==> config.mk <==
export PLATFORM = sky130hd
export DESIGN_NAME = spi_id_responder
export DESIGN_NICKNAME = d
export VERILOG_FILES = /design/src/rtl/spi_id_responder.sv
export SDC_FILE = /design/constraint.sdc
export NUM_CORES = 1
export LEC_CHECK = 0
export BUFFER_PORTS_ARGS = -buffer_cell sky130_fd_sc_hd__buf_2
export CORE_ASPECT_RATIO = 0.8
export CORE_MARGIN = 2
export CORE_UTILIZATION = 57
export CTS_CLUSTER_DIAMETER = 200
export DETAILED_ROUTE_END_ITERATION = 16
export GPL_TIMING_DRIVEN = 0
export PLACE_DENSITY = 0.83
export SLEW_MARGIN = 20
export SYNTH_ARGS = -nofsm -noshare
export SYNTH_HDL_FRONTEND = slang
export SYNTH_SLANG_ARGS = --single-unit
==> constraint.sdc <==
create_clock -name clk12MHz -period 2.17 [get_ports clk12MHz]
set_input_delay 0.1085 -clock clk12MHz [delete_from_list [all_inputs] [get_ports clk12MHz]]
set_output_delay 0.1085 -clock clk12MHz [all_outputs]
set_load 0.05 [all_outputs]
==> src/rtl/spi_id_responder.sv <==
// SPI mode-0 target answering the JEDEC Read-ID command with three
// programmable ID bytes. All SPI pins are oversampled on clk12MHz.
//
// Handshake: cmd_valid is a single-cycle strobe qualifying cmd_byte. There
// is no ready input; a consumer must take cmd_byte in the strobe cycle,
// although cmd_byte keeps its value until the next complete command.
// resp_done is a single-cycle strobe with no data attached.
module spi_id_responder #(
  parameter logic [7:0] CMD_RDID = 8'h9F,
  parameter logic [7:0] ID_BYTE0 = 8'hEF,
  parameter logic [7:0] ID_BYTE1 = 8'h40,
  parameter logic [7:0] ID_BYTE2 = 8'h18
) (
  input  logic       clk12MHz,
  input  logic       rst,
  input  logic       sck,
  input  logic       cs,
  input  logic       sdi,
  output logic       sdo,
  output logic       sdo_oe,
  output logic [7:0] cmd_byte,
  output logic       cmd_valid,
  output logic       busy,
  output logic       resp_done
);

  typedef enum logic [1:0] {
    IDLE   = 2'd0,
    CMD    = 2'd1,
    RESP   = 2'd2,
    IGNORE = 2'd3
  } state_t;

  // state_q is the observable FSM state for checkers bound to this module
  state_t state_q;
  state_t state_d;

  // Synchroniser stages (s1, s2) plus a delay flop for edge detection.
  // sdi is sampled from s2, the same stage sck edges are detected on, so a
  // rising sck edge and its data bit are seen in the same cycle.
  logic sck_s1, sck_s2, sck_d;
  logic cs_s1, cs_s2, cs_d;
  logic sdi_s1, sdi_s2;

  // fill tracks when the cs synchroniser holds real pin samples after
  // reset; armed is set once cs has been seen high, so a cs already low at
  // reset release cannot start a transaction.
  logic [1:0] fill;
  logic       armed;

  logic sck_rise, sck_fall, cs_rise, cs_fall;

  logic [2:0] bit_cnt_q, bit_cnt_d;
  logic [1:0] byte_idx_q, byte_idx_d;
  logic [7:0] cmd_shift_q, cmd_shift_d;
  logic [7:0] tx_shift_q, tx_shift_d;
  logic       started_q, started_d;
  logic [7:0] cmd_byte_d;
  logic       cmd_valid_d;
  logic       resp_done_d;
  logic       sdo_d;
  logic       sdo_oe_d;
  logic [7:0] load_byte;

  function automatic logic [7:0] id_byte(input logic [1:0] idx);
    case (idx)
      2'd0:    id_byte = ID_BYTE0;
      2'd1:    id_byte = ID_BYTE1;
      default: id_byte = ID_BYTE2;
    endcase
  endfunction

  // Pin synchronisers, reset to the idle bus levels
  always_ff @(posedge clk12MHz or posedge rst) begin
    if (rst) begin
      sck_s1 <= 1'b0;
      sck_s2 <= 1'b0;
      sck_d  <= 1'b0;
      cs_s1  <= 1'b1;
      cs_s2  <= 1'b1;
      cs_d   <= 1'b1;
      sdi_s1 <= 1'b0;
      sdi_s2 <= 1'b0;
    end else begin
      sck_s1 <= sck;
      sck_s2 <= sck_s1;
      sck_d  <= sck_s2;
      cs_s1  <= cs;
      cs_s2  <= cs_s1;
      cs_d   <= cs_s2;
      sdi_s1 <= sdi;
      sdi_s2 <= sdi_s1;
    end
  end

  // Arm the start detector only after cs has genuinely been seen high
  always_ff @(posedge clk12MHz or posedge rst) begin
    if (rst) begin
      fill  <= 2'b00;
      armed <= 1'b0;
    end else begin
      fill <= {fill[0], 1'b1};
      if (fill[1] && cs_s2) begin
        armed <= 1'b1;
      end
    end
  end

  assign sck_rise = sck_s2 & ~sck_d;
  assign sck_fall = ~sck_s2 & sck_d;
  assign cs_rise  = cs_s2 & ~cs_d;
  assign cs_fall  = ~cs_s2 & cs_d;
  assign busy     = ~cs_s2;

  // FSM state register
  always_ff @(posedge clk12MHz or posedge rst) begin
    if (rst) begin
      state_q <= IDLE;
    end else begin
      state_q <= state_d;
    end
  end

  // Next state and next datapath values; cs rising wins over any sck edge
  always_comb begin
    state_d     = state_q;
    bit_cnt_d   = bit_cnt_q;
    byte_idx_d  = byte_idx_q;
    cmd_shift_d = cmd_shift_q;
    tx_shift_d  = tx_shift_q;
    started_d   = started_q;
    cmd_byte_d  = cmd_byte;
    cmd_valid_d = 1'b0;
    resp_done_d = 1'b0;
    sdo_d       = sdo;
    load_byte   = 8'h00;

    if (cs_rise) begin
      state_d    = IDLE;
      bit_cnt_d  = 3'd0;
      byte_idx_d = 2'd0;
      started_d  = 1'b0;
      sdo_d      = 1'b0;
    end else begin
      case (state_q)
        IDLE: begin
          sdo_d = 1'b0;
          if (cs_fall && armed) begin
            state_d   = CMD;
            bit_cnt_d = 3'd0;
          end
        end
        CMD: begin
          if (sck_rise) begin
            cmd_shift_d = {cmd_shift_q[6:0], sdi_s2};
            bit_cnt_d   = bit_cnt_q + 3'd1;
            if (bit_cnt_q == 3'd7) begin
              cmd_byte_d  = cmd_shift_d;
              cmd_valid_d = 1'b1;
              byte_idx_d  = 2'd0;
              started_d   = 1'b0;
              state_d     = (cmd_shift_d == CMD_RDID) ? RESP : IGNORE;
            end
          end
        end
        RESP: begin
          if (sck_fall) begin
            bit_cnt_d = bit_cnt_q + 3'd1;
            if (bit_cnt_q == 3'd0) begin
              // Byte boundary: load the next ID byte and drive its MSB.
              // Returning to byte 0 after a full pass marks completion.
              load_byte  = id_byte(byte_idx_q);
              sdo_d      = load_byte[7];
              tx_shift_d = {load_byte[6:0], 1'b0};
              byte_idx_d = (byte_idx_q == 2'd2) ? 2'd0 : byte_idx_q + 2'd1;
              started_d  = 1'b1;
              if (started_q && (byte_idx_q == 2'd0)) begin
                resp_done_d = 1'b1;
              end
            end else begin
              sdo_d      = tx_shift_q[7];
              tx_shift_d = {tx_shift_q[6:0], 1'b0};
            end
          end
        end
        IGNORE: begin
          sdo_d = 1'b0;
        end
        default: begin
          state_d = IDLE;
          sdo_d   = 1'b0;
        end
      endcase
    end

    sdo_oe_d = (state_d == RESP);
  end

  // Datapath and registered outputs
  always_ff @(posedge clk12MHz or posedge rst) begin
    if (rst) begin
      bit_cnt_q   <= 3'd0;
      byte_idx_q  <= 2'd0;
      cmd_shift_q <= 8'h00;
      tx_shift_q  <= 8'h00;
      started_q   <= 1'b0;
      cmd_byte    <= 8'h00;
      cmd_valid   <= 1'b0;
      resp_done   <= 1'b0;
      sdo         <= 1'b0;
      sdo_oe      <= 1'b0;
    end else begin
      bit_cnt_q   <= bit_cnt_d;
      byte_idx_q  <= byte_idx_d;
      cmd_shift_q <= cmd_shift_d;
      tx_shift_q  <= tx_shift_d;
      started_q   <= started_d;
      cmd_byte    <= cmd_byte_d;
      cmd_valid   <= cmd_valid_d;
      resp_done   <= resp_done_d;
      sdo         <= sdo_d;
      sdo_oe      <= sdo_oe_d;
    end
  end

endmodule

==> results of run 1 <==
-- logic make-up after synthesis --
family | share of synthesized area
multiplexers | 0.149
buffers and inverters | 0.0363
AO/OA/AOI/OAI | 0.0738
flip-flops | 0.574
adder cells (fa/ha/maj) | 0.0445
AND/OR/NAND/NOR | 0.120
other | 0.00191
-- critical path: stages, from the launching register on --
cell and delay (ns):
sky130_fd_sc_hd__dfrtp_2 0.45, sky130_fd_sc_hd__inv_1 0.12, sky130_fd_sc_hd__ha_2 0.24, sky130_fd_sc_hd__or3b_1 0.37, sky130_fd_sc_hd__buf_6 0.15, sky130_fd_sc_hd__or2_1 0.21, sky130_fd_sc_hd__buf_6 0.15, sky130_fd_sc_hd__mux2_4 0.30
-- layer usage --
| layer | routed length (um) | global-route usage | vias up |
|---|---|---|---|
| met5 | 0 | 0 | - |
| met4 | 42 | 0.0659 | 0 |
| met3 | 137 | 0.0503 | 5 |
| met2 | 1560 | 0.301 | 31 |
| met1 | 1520 | 0.241 | 617 |
| li1 | - | - | 598 |
-- state kept, by name, summed over array words and instances (netlist names), 2 cells and up --
signal,flops
fill,2
bit_cnt_q,3
cmd_shift_q,7
byte_idx_q,2
tx_shift_q,7
cmd_byte,8
state_q,2
-- final cells by class --
type	instances	area [um2]
Buffer	6	37.5
Clock buffer	6	72.6
Clock inverter	2	13.8
Fill cell	254	1110
Inverter	9	33.8
Multi-Input combinational cell	95	774
Sequential cell	45	1130
Tap cell	42	52.6
Timing Repair Buffer	22	153
-- placed cells by master, fill, tap and decap left out, types with 2 or more instances in the layout --
cell                            count
sky130_fd_sc_hd__dlygate4sd3_1      4
sky130_fd_sc_hd__buf_2             17
sky130_fd_sc_hd__nand2b_1           3
sky130_fd_sc_hd__clkbuf_1           5
sky130_fd_sc_hd__inv_1              8
sky130_fd_sc_hd__dfstp_2            3
sky130_fd_sc_hd__nand4b_1           3
sky130_fd_sc_hd__o211ai_1           3
sky130_fd_sc_hd__mux2i_1            5
sky130_fd_sc_hd__dfrtp_1           41
sky130_fd_sc_hd__clkbuf_8           5
sky130_fd_sc_hd__a21oi_1            8
sky130_fd_sc_hd__nand2_1           10
sky130_fd_sc_hd__nor2b_1            3
sky130_fd_sc_hd__buf_6              2
sky130_fd_sc_hd__mux2_2            11
sky130_fd_sc_hd__ha_1               6
sky130_fd_sc_hd__or2b_1             2
sky130_fd_sc_hd__nand3_1            3
sky130_fd_sc_hd__nor2_1             4
sky130_fd_sc_hd__mux2_4             8
sky130_fd_sc_hd__o21ai_0            9
-- per-stage QoR --
step           std cells  setup slack (ns)  utilization  hold WS, ns  total power [mW]
6_report             227            0.0667        0.672        0.337              2.01
3_3_place_gp         214             0.109        0.623        0.213              1.45
5_1_grt              227           0.00669        0.672        0.363              2.12
3_5_place_dp         215            0.0504        0.632        0.169              1.50
4_1_cts              227            0.0324        0.669        0.348              2.01
2_1_floorplan        155             0.203            -        0.113              1.37
-- power by group through the flow --
stage	registers, mW	logic [mW]	clock network (mW)
floorplan	0.996	0.379	0
global placement	1.01	0.439	0
detailed placement	1.02	0.478	0
CTS	1.00	0.485	0.521
global route	1.02	0.538	0.561
finish	1.00	0.493	0.511
-- how the worst max path moves through the flow --
stage	from	to	slack, ns	cells after the start
after floorplan	state_q[1]	cmd_byte[0]	0.20	7
final	state_q[1]	cmd_byte[1]	0.07	7
after global routing	cs_d	byte_idx_q[1]	0.007	5
after detailed placement	state_q[1]	cmd_byte[1]	0.05	7
after global placement	state_q[1]	cmd_byte[0]	0.11	7
after CTS	state_q[1]	cmd_byte[1]	0.03	7
-- what timing repair did --
action                                  4_1_cts  5_1_grt
endpoints found under the hold margin        24        0
hold buffers                                  4        0
resized for setup                             0        3
endpoints found under the setup margin        0        9
==> metrics.md, run 1 <==
| Metric | Value |
|---|---|
| Maximum level of the CTS H-tree | `2` |
| Nature of the critical path startpoint | `register` |
| Clock network fraction of design power | `0.254` |
| Path category of the worst min-delay check | `register to register` |
| Global placer's final weighted congestion | `0.747` |
| Area growth, synth to finish | `15.3%` |
| Setup slack of the most critical reg-to-reg path | `0.07 ns` |
| Worst Path Class, Setup | `register to register` |
| Number of remaining DRC errors | `0` |
| DRC violation total after the first TritonRoute iteration | `112` |
| Area contributors post-synth | `sky130_fd_sc_hd__dfrtp_1 53%, sky130_fd_sc_hd__mux2_2 6.3%, sky130_fd_sc_hd__mux2_4 6.1%` |
| Crit Path Max Fanout | `9` |
| CTS tree | `yes` |
| Vias in the first global route | `1,274` |
| Achievable clock frequency | `475 MHz` |
| Fraction of final layout cells with drive strength greater than 1 | `0.308` |
| Dominant register cell in the synthesized netlist | `sky130_fd_sc_hd__dfrtp_1` |
| Inserted Clock Buffers | `5` |
| RSZ-0062 raised after global routing | `no` |
| GRT Total Usage | `0.185` |
| Most area-hungry cell type in the Yosys netlist | `sky130_fd_sc_hd__dfrtp_1` |
| Buffers added on ports | `17` |
| Minimum period implied by the final worst setup slack | `2.10 ns` |
| Switching power | `624 uW` |
| Cell at the root of the clock tree | `sky130_fd_sc_hd__clkbuf_8` |
| Commonest cells in the synthesized netlist | `42 x sky130_fd_sc_hd__dfrtp_1, 11 x sky130_fd_sc_hd__mux2_2, 10 x sky130_fd_sc_hd__nand2_1` |
| ANT cells | `0` |
| Insertion delay of the later-clocked pin in the worst-skew pair | `0.30 ns` |
| NumNets Final | `196` |
| Measured slew at the worst slew-check pin | `0.546 ns` |
| Overall overflow remaining after global route | `0` |
| Total vias in the final route | `1,251` |
| Number of synthesized register bits | `45` |
| Final cycle utilization of the critical path | `0.969` |
| Min-delay src | `sck_s1` |
| DIE WIDTH | `69.7 um` |
| Number of setup violations in the final report | `0` |
| R2r worst-path depth | `7` |
| Data required, critical path | `2.35 ns` |
| Largest net degree at the start of global routing | `25` |
| Count of unique library cells instantiated by Yosys | `34` |
| Cell depth of the worst hold path | `0` |
| Hold Violations, Final | `0` |
| Number of sinks handled by clock tree synthesis | `45` |
| Startpoint of the most critical register-to-register path | `state_q[1]` |
| Total cell area at the placement stage | `2130 um2` |
| Post-detailed-route wirelength per cell | `14.4 um` |
| Worst slew slack as a fraction of its limit | `0.635` |
| Run status | `complete, no violations` |
| Synthesis Warnings | `0` |
| Final WL | `3260 um` |
| Post-DRT Antenna Nets | `0` |
| Max-slew violation total from the final report | `0` |
| Share of synthesized flip-flops with an asynchronous set or reset | `1.00` |
| Part of the total power dissipated in combinational logic | `0.245` |
| DPL Wire Length | `2330 um` |
| Worst VDD drop | `655 uV` |
| Chip height | `56.5 um` |
| Reg power frac | `0.500` |
| Part of the Yosys area used for sequential elements | `0.574` |
| Setup TNS Final | `0 ns` |
| Most frequent cell after synthesis | `sky130_fd_sc_hd__dfrtp_1` |
| Floorplan row count | `19` |
| Synthesized area per cell | `12.7 um2` |
| Mapped Area | `1970 um2` |
| Via density | `5.51` |
| Area of the core | `3380 um2` |
| Pint | `1.38 mW` |
| Net count of the mapped netlist | `167` |
| Worst Path Arrival | `2.29 ns` |
| Pre-antenna DRT Iters | `4` |
| Effective utilization at floorplan | `0.583` |
| Clock-pin slew of the registers on the worst-case setup and hold paths | `0.09 ns` |
| Worst flop-to-flop path endpoint | `cmd_byte[1]` |
| Buffers from clock root to sink, at most | `2` |
| Kind of capture point of the worst setup path | `register` |
| Area share of the largest cell type after synthesis | `0.534` |
| Number of antenna violations at the first check in global routing | `0` |
| Post-synthesis instance total | `155` |
| Post-synth EDFFs | `0` |
| I/O pins | `18` |
| Clock skew after layout | `0.0196 ns` |
| Switching Fraction | `0.311` |
| Leakage power summed over all cells | `1.14 nW` |
| Power per cell area | `885 nW/um2` |
| Max Cap Violations | `0` |
| Setup bufs post-CTS | `0` |
| Wire length of the first global-routing pass | `5660 um` |
| Post-route design area | `2270 um2` |
| Die outline area | `3940 um2` |
| Worst hold endpoint | `sck_s2` |
Note: power is estimated with default switching activity, not from simulation.
==> run 2: changes to the inputs <==
ABC_AREA = 1   (was unset)
CORE_ASPECT_RATIO = 0.75   (was 0.8)
CORE_MARGIN = unset   (was 2)
==> metrics.md, run 2 <==
| Metric | Value |
|---|---|
| Run status | `complete, no violations` |
| I/O pins | `18 (unchanged)` |
| Path category of the worst min-delay check | `input pin to async pin` |
| Cell Count Post-Placement | `283 (+32%)` |
| Post-detailed-route wirelength per cell | `11.7 um (-19%)` |
| Crit Path Max Fanout | `10 (+1)` |
| Maximum level of the CTS H-tree | `2 (unchanged)` |
| Leakage power summed over all cells | `1.18 nW (+3.5%)` |
| Area contributors post-synth | `sky130_fd_sc_hd__dfrtp_1 53%, sky130_fd_sc_hd__nand2_1 11%, sky130_fd_sc_hd__inv_1 6.2%` |
| Insertion delay of the later-clocked pin in the worst-skew pair | `0.30 ns (about the same)` |
| Crit path setup slack, layout | `0.551 ns (+0.485 ns)` |
| Multiplexer share of the synthesized area | `0 (-0.149)` |
| Final cycle utilization of the critical path | `0.746 (-0.223)` |
| DRC violation total after the first TritonRoute iteration | `95 (-15%)` |
| Commonest cells in the synthesized netlist | `58 x sky130_fd_sc_hd__nand2_1, 42 x sky130_fd_sc_hd__dfrtp_1, 33 x sky130_fd_sc_hd__inv_1` |
| Pre-antenna DRT Iters | `4 (unchanged)` |
| Total cell area at the placement stage | `2150 um2 (+0.88%)` |
| Family of cells with the greatest summed delay on the critical path | `simple AND/OR/NAND/NOR gates` |
| Effective utilization at floorplan | `0.603 (+0.0201)` |
| Buffers from clock root to sink, at most | `2 (unchanged)` |
| GRT Total Usage | `0.217 (+0.0319)` |
| Floorplan row count | `18 (-1)` |
| Xor/xnor cell area share of the yosys netlist | `0 (unchanged)` |
| Hold Violations, Final | `0 (unchanged)` |
| Worst Path Arrival | `1.81 ns (-0.48 ns)` |
| Number of gates given a new drive strength after cts | `0 (unchanged)` |
| Via density | `5.03 (-8.7%)` |
| Setup TNS Final | `0 ns (unchanged)` |
| GR Util met1 | `0.294 (+0.0525)` |
| Max Cap Violations | `0 (unchanged)` |
| Busiest metal layer after global routing | `met2` |
| Most frequent cell after synthesis | `sky130_fd_sc_hd__nand2_1` |
| Global placer's final weighted congestion | `0.831 (+11%)` |
| Mapped Area | `2000 um2 (+1.5%)` |
| Adder-cell share of the synthesized area | `0.0439 (-0.000642)` |
| Cell at the root of the clock tree | `sky130_fd_sc_hd__clkbuf_8` |
| Post-synthesis instance total | `225 (+45%)` |
| Fin util | `0.698 (+0.0261)` |
| Synthesized area per cell | `8.87 um2 (-30%)` |
| Dominant register cell in the synthesized netlist | `sky130_fd_sc_hd__dfrtp_1` |
| Share of synthesized flip-flops with an asynchronous set or reset | `1.00 (unchanged)` |
| Peak per-stage delay on the critical path | `0.38 ns (-0.07 ns)` |
| Post-synth EDFFs | `0 (unchanged)` |
| Net count of the mapped netlist | `237 (+42%)` |
| Part of the Yosys area used for sequential elements | `0.566 (-0.00828)` |
| Overall overflow remaining after global route | `0 (unchanged)` |
| Share of the synthesized area in compound gates (AO/OA/AOI/OAI) | `0.0884 (+0.0146)` |
| DPL Wire Length | `2480 um (+6.3%)` |
| Nature of the critical path startpoint | `register` |
| Number of remaining DRC errors | `0 (unchanged)` |
| Largest family of logic cells by synthesized area | `simple AND/OR/NAND/NOR gates` |
| Post-route design area | `2310 um2 (+1.9%)` |
| Cells along the critical path | `ha_1 -> ha_1 -> nand3_1 -> nor2_2 -> inv_2 -> buf_6 -> nand2_1 -> o21ai_1` |
| DIE WIDTH | `70.3 um (+0.93%)` |
| Number of antenna violations at the first check in global routing | `0 (unchanged)` |
| CTS tree | `yes` |
| Clock-pin slew of the registers on the worst-case setup and hold paths | `0.08 ns (about the same)` |
| Worst Path Class, Setup | `register to register` |
| Clock skew after layout | `0.00855 ns (-0.0111 ns)` |
| Worst VDD drop | `584 uV (-11%)` |
| Buffers & Inverters on Critical Path | `2 (-1)` |
| Largest registers | `cmd_byte (8), cmd_shift_q (7), tx_shift_q (7)` |
| Data required, critical path | `2.36 ns (about the same)` |
| Most area-hungry cell type in the Yosys netlist | `sky130_fd_sc_hd__dfrtp_1` |
| Master of the slowest instance on the critical path | `sky130_fd_sc_hd__dfrtp_1` |
| ANT cells | `0 (unchanged)` |
| Power per cell area | `931 nW/um2 (+5.2%)` |
| Met3 usage in global routing | `0.0762 (+0.0259)` |
| Most common cell after layout, fill and taps aside | `sky130_fd_sc_hd__nand2_1` |
| Area growth, synth to finish | `15.8%` |
| Final WL | `3450 um (+5.8%)` |
| Fillcell total | `269 (+5.9%)` |
| Inserted Clock Buffers | `5 (unchanged)` |
| Kind of capture point of the worst setup path | `register` |
| Largest net degree at the start of global routing | `28 (+12%)` |
| Wire length of the first global-routing pass | `5920 um (+4.5%)` |
| Number of sinks handled by clock tree synthesis | `45 (unchanged)` |
| Fraction of final layout cells with drive strength greater than 1 | `0.184 (-0.124)` |
| Register with the highest flop count | `cmd_byte` |
| Chip height | `53.2 um (-5.8%)` |
| Achievable clock frequency | `618 MHz (+30%)` |
| Area of the core | `3310 um2 (-1.9%)` |
| Number of flip-flops under the largest register name | `8 (unchanged)` |
| Total vias in the final route | `1,484 (+19%)` |
| Die outline area | `3740 um2 (-4.9%)` |
| Max-slew violation total from the final report | `0 (unchanged)` |
| Setup bufs post-CTS | `0 (unchanged)` |
| Place WS | `0.563 ns (+0.513 ns)` |
| Vias in the first global route | `1,377 (+8.1%)` |
| Cell seen most often among critical-path stages | `sky130_fd_sc_hd__ha_1` |
| Number of synthesized register bits | `45 (unchanged)` |
| NumNets Final | `266 (+36%)` |
| Most frequent cells in the layout | `58 x sky130_fd_sc_hd__nand2_1, 42 x sky130_fd_sc_hd__dfrtp_1, 32 x sky130_fd_sc_hd__inv_1` |
| Non-filler cells in the finished layout | `295 (+30%)` |
| RSZ-0062 raised after global routing | `no` |
| Hold buffer count at CTS | `4 (unchanged)` |
| Count of unique library cells instantiated by Yosys | `23 (-32%)` |
| Number of setup violations in the final report | `0 (unchanged)` |
| Minimum period implied by the final worst setup slack | `1.62 ns (-0.485 ns)` |
| Post-DRT Antenna Nets | `0 (unchanged)` |
| Simple logic cell fraction of the synthesized area | `0.218 (+0.0986)` |
| Area share of the largest cell type after synthesis | `0.527 (-0.00771)` |
| Met2 routing resource usage after global routing | `0.324 (+0.0230)` |
| Buffers added on ports | `17 (unchanged)` |
| Synthesis Warnings | `0 (unchanged)` |
-- run 2: layout make-up --
cell class              count  area, um2  area share
multi-input cells         141        703       0.304
plain buffers               3       27.5      0.0119
clock buffers               6       82.6      0.0357
well taps                  40       50.0      0.0217
flip-flops and latches     45       1130       0.489
inverters                  36        135      0.0585
repair buffers             22        145      0.0628
clock inverters             2       37.5      0.0162
-- run 2: power by group --
part	internal (mW)	switching [mW]
combinational	0.164	0.357
sequential	0.921	0.0597
clock	0.374	0.277
total	1.46	0.693
-- run 2: cell families (layout without fill, tap and decap cells) --
| family | Yosys count | after routing |
|---|---|---|
| other | 1 | 1 |
| DFF | 45 | 45 |
| buffers and inverters | 39 | 69 |
| and+or+nand+nor | 99 | 99 |
| adders and majority gates | 7 | 7 |
| AOI/OAI and AO/OA | 34 | 34 |
-- run 2: path summary, 6_finish.rpt --
path | slack (ns) | cells after the start | startpoint | endpoint
worst min-delay path | 0.33 | 3 | rst | sdi_s1
worst max register to register | 0.55 | 8 | bit_cnt_q[0] | cmd_byte[7]
worst max-delay path | 0.55 | 8 | bit_cnt_q[0] | cmd_byte[7]
min in group clk12MHz | 0.35 | 0 | sdi_s1 | sdi_s2
worst min register to register | 0.35 | 0 | sdi_s1 | sdi_s2
max in group asynchronous | 1.30 | 4 | rst | cs_d
-- run 2: through the flow --
step	hold WS [ns]	power [mW]
6_report	0.333	2.15
5_1_grt	0.362	2.30
4_1_cts	0.346	2.17
3_5_place_dp	0.122	1.50
3_3_place_gp	0.214	1.48
2_1_floorplan	0.113	1.38
-- run 2: routing by layer --
metal / vias to the layer above / wire length (um)
met3: 4 / 145
li1: 754 / -
met1: 692 / 1760
met2: 34 / 1510
met5: - / 0
met4: 0 / 29
-- run 2: worst register-to-register path: stages, from the launching register on --
cell	delay, ns
sky130_fd_sc_hd__dfrtp_1	0.38
sky130_fd_sc_hd__ha_1	0.19
sky130_fd_sc_hd__ha_1	0.16
sky130_fd_sc_hd__nand3_1	0.16
sky130_fd_sc_hd__nor2_2	0.25
sky130_fd_sc_hd__inv_2	0.10
sky130_fd_sc_hd__buf_6	0.15
sky130_fd_sc_hd__nand2_1	0.05
sky130_fd_sc_hd__o21ai_1	0.06
==> run 3: changes to the inputs <==
CORE_UTILIZATION = 52   (was 57)
PLACE_DENSITY = 0.8   (was 0.83)
clock period = 1.4 ns   (was 2.17 ns; I/O delays follow)
==> metrics.md, run 3 (same netlist as run 2, synthesis figures left out) <==
| Metric | Value |
|---|---|
| Achievable clock frequency | `674 MHz (+9.1%)` |
| Overall overflow remaining after global route | `0 (unchanged)` |
| Worst VDD drop | `791 uV (+35%)` |
| Clock network fraction of design power | `0.215 (-0.087)` |
| Violations in the final reports | `negative setup slack` |
| Number of sinks handled by clock tree synthesis | `45 (unchanged)` |
| Post-DRT Antenna Nets | `0 (unchanged)` |
| Minimum period implied by the final worst setup slack | `1.48 ns (-0.135 ns)` |
| Data required, critical path | `1.63 ns (-0.73 ns)` |
| Setup slack of the most critical reg-to-reg path | `-0.08 ns (-0.64 ns)` |
| Fillcell total | `237 (-12%)` |
| Fraction of final layout cells with drive strength greater than 1 | `0.434 (+0.250)` |
| Clock skew after layout | `0.00258 ns (-0.00597 ns)` |
| Inserted Clock Buffers | `5 (unchanged)` |
| ANT cells | `0 (unchanged)` |
| Most frequent cells in the layout | `39 x sky130_fd_sc_hd__nand2_1, 39 x sky130_fd_sc_hd__dfrtp_1, 22 x sky130_fd_sc_hd__inv_1` |
| DPL Wire Length | `2470 um (-0.35%)` |
| DIE WIDTH | `73.5 um (+4.6%)` |
| Largest net degree at the start of global routing | `35 (+25%)` |
| Clock-pin slew of the registers on the worst-case setup and hold paths | `0.08 ns (about the same)` |
| DRC violation total after the first TritonRoute iteration | `108 (+14%)` |
| Crit Path Max Fanout | `6 (-4)` |
| Wire length of the first global-routing pass | `6640 um (+12%)` |
| Number of setup violations in the final report | `17 (+17)` |
| Switching power | `1.35 mW (+95%)` |
| Cell at the root of the clock tree | `sky130_fd_sc_hd__clkbuf_8` |
| CTS tree | `yes` |
| Largest registers | `cmd_byte (8), cmd_shift_q (7), tx_shift_q (7)` |
| Register with the highest flop count | `cmd_byte` |
| Startpoint of the most critical register-to-register path | `state_q[1]` |
| Critical Path Sink | `sdo_oe` |
| Kind of capture point of the worst setup path | `register` |
| Final cycle utilization of the critical path | `1.06 (+0.314)` |
| Die outline area | `4090 um2 (+9.3%)` |
| Buffers added on ports | `17 (unchanged)` |
| Worst Path Class, Setup | `register to register` |
| Chip height | `55.7 um (+4.5%)` |
| Number of remaining DRC errors | `0 (unchanged)` |
| GRT Total Usage | `0.218 (+0.00152)` |
| Maximum level of the CTS H-tree | `2 (unchanged)` |
| Number of antenna violations at the first check in global routing | `0 (unchanged)` |
| Area of the core | `3660 um2 (+11%)` |
| Worst flop-to-flop path endpoint | `sdo_oe` |
| Global placer's final weighted congestion | `0.893 (+7.4%)` |
| Cell seen most often among critical-path stages | `sky130_fd_sc_hd__nand2_1` |
| Path category of the worst min-delay check | `input pin to async pin` |
| Cells along the critical path | `inv_4 -> ha_4 -> nand2_1 -> o21ai_1 -> nand2_1 -> nor2_2 -> inv_1 -> a21oi_2` |
| I/O pins | `18 (unchanged)` |
| Switching Fraction | `0.375 (+0.0533)` |
| Number of flip-flops under the largest register name | `8 (unchanged)` |
| Insertion delay of the later-clocked pin in the worst-skew pair | `0.29 ns (about the same)` |
| Beginning of the critical path | `state_q[1]` |
| Vias in the first global route | `1,492 (+8.4%)` |
| Master of the slowest instance on the critical path | `sky130_fd_sc_hd__dfrtp_2` |
| NumNets Final | `283 (+6.4%)` |
| Effective utilization at floorplan | `0.545 (-0.0577)` |
| Reg power frac | `0.434 (-0.022)` |
| Hold Violations, Final | `0 (unchanged)` |
| Pre-antenna DRT Iters | `4 (unchanged)` |
| Peak per-stage delay on the critical path | `0.47 ns (+0.09 ns)` |
| RSZ-0062 raised after global routing | `yes` |
| R2r worst-path depth | `8 (unchanged)` |
| Area growth, synth to finish | `36.7%` |
| Via density | `5.03 (about the same)` |
| Run status | `finished, violations left` |
| Buffers from clock root to sink, at most | `2 (unchanged)` |
| Leakage power summed over all cells | `1.28 nW (+9.0%)` |
| Total vias in the final route | `1,631 (+9.9%)` |
| Floorplan row count | `19 (+1)` |
| Worst Path Arrival | `1.71 ns (-0.10 ns)` |
| Place WS | `-0.216 ns (-0.779 ns)` |
| Power per cell area | `1320 nW/um2 (+42%)` |
| Nature of the critical path startpoint | `register` |
| Crit path setup slack, layout | `-0.0840 ns (-0.635 ns)` |
| Part of the total power dissipated in combinational logic | `0.351 (+0.109)` |
| Minimum hold slack | `0.249 ns (-0.0844 ns)` |
| Total power | `3.60 mW (+67%)` |
| Post-detailed-route wirelength per cell | `14.3 um (+22%)` |
| Max Cap Violations | `0 (unchanged)` |
| Max-slew violation total from the final report | `0 (unchanged)` |
| Pint | `2.25 mW (+54%)` |
| Final WL | `4640 um (+34%)` |
run 3: cell count changes in the layout (fill, tap and decap cells not counted), sizes merged:
cell	previous run	this run
buf	21	38
bufinv	1	0
clkinv	0	2
inv	36	35
run 3: layout make-up:
type,instances,area (um2),share of cell area
Buffer,3,33.8,0.0124
Clock buffer,6,72.6,0.0266
Clock inverter,2,10.0,0.00367
Inverter,36,151,0.0555
Multi-Input combinational cell,141,962,0.353
Sequential cell,45,1130,0.416
Tap cell,52,65.1,0.0239
Timing Repair Buffer,39,299,0.110
run 3: repair_timing:
| action | in CTS | in global routing |
|---|---|---|
| hold endpoints to repair | 14 | 0 |
| cloned | 1 | 1 |
| pin swaps | 6 | 23 |
| buffers inserted | 5 | 10 |
| hold buffers | 4 | 0 |
| setup endpoints to repair | 30 | 32 |
| gates resized for setup | 21 | 77 |
run 3: worst min-delay path by stage:
stage	start	depth (start not counted)	to	slack, ns
final	rst	3	fill[0]	0.25
after global routing	rst	3	fill[0]	0.28
after CTS	rst	3	fill[0]	0.25
after detailed placement	rst	2	fill[0]	0.03
after global placement	cs	1	cs_s1	0.18
after floorplan	cs	0	cs_s1	0.07
run 3: metal layers:
metal / wire [um] / share of wire / vias up / GRT usage
met4: 92 / 0.020 / 0 / 0.0879
li1: - / - / 798 / -
met5: 0 / 0 / - / 0
met1: 2100 / 0.45 / 781 / 0.333
met3: 182 / 0.039 / 9 / 0.0489
met2: 2270 / 0.49 / 43 / 0.303
run 3: metrics by stage:
step / setup TNS [ns] / std cells / cell area [um2] / util
floorplan: -0.0248 / 225 / 2000 / -
global placement: -12.53 / 294 / 2150 / 0.589
detailed placement: -3.65 / 295 / 2170 / 0.594
CTS: -0.210 / 313 / 2420 / 0.661
global route: -2.22 / 324 / 2730 / 0.745
finish: -0.592 / 324 / 2730 / 0.745
run 3: power by group through the flow:
stage | sequential, mW | clock, mW | combinational, mW
CTS | 1.53 | 0.775 | 0.861
finish | 1.56 | 0.773 | 1.27
global placement | 1.54 | 0 | 0.757
floorplan | 1.55 | 0 | 0.599
global route | 1.58 | 0.829 | 1.37
detailed placement | 1.55 | 0 | 0.784
run 3: worst max-delay path: cells and delay by family, from the launching register on:
kind	cells	cell delay [ns]
AO/OA/AOI/OAI	2	0.24
adder cells (fa/ha/maj)	1	0.21
AND/OR/NAND/NOR	3	0.30
buffers and inverters	2	0.18
flip-flops	1	0.47
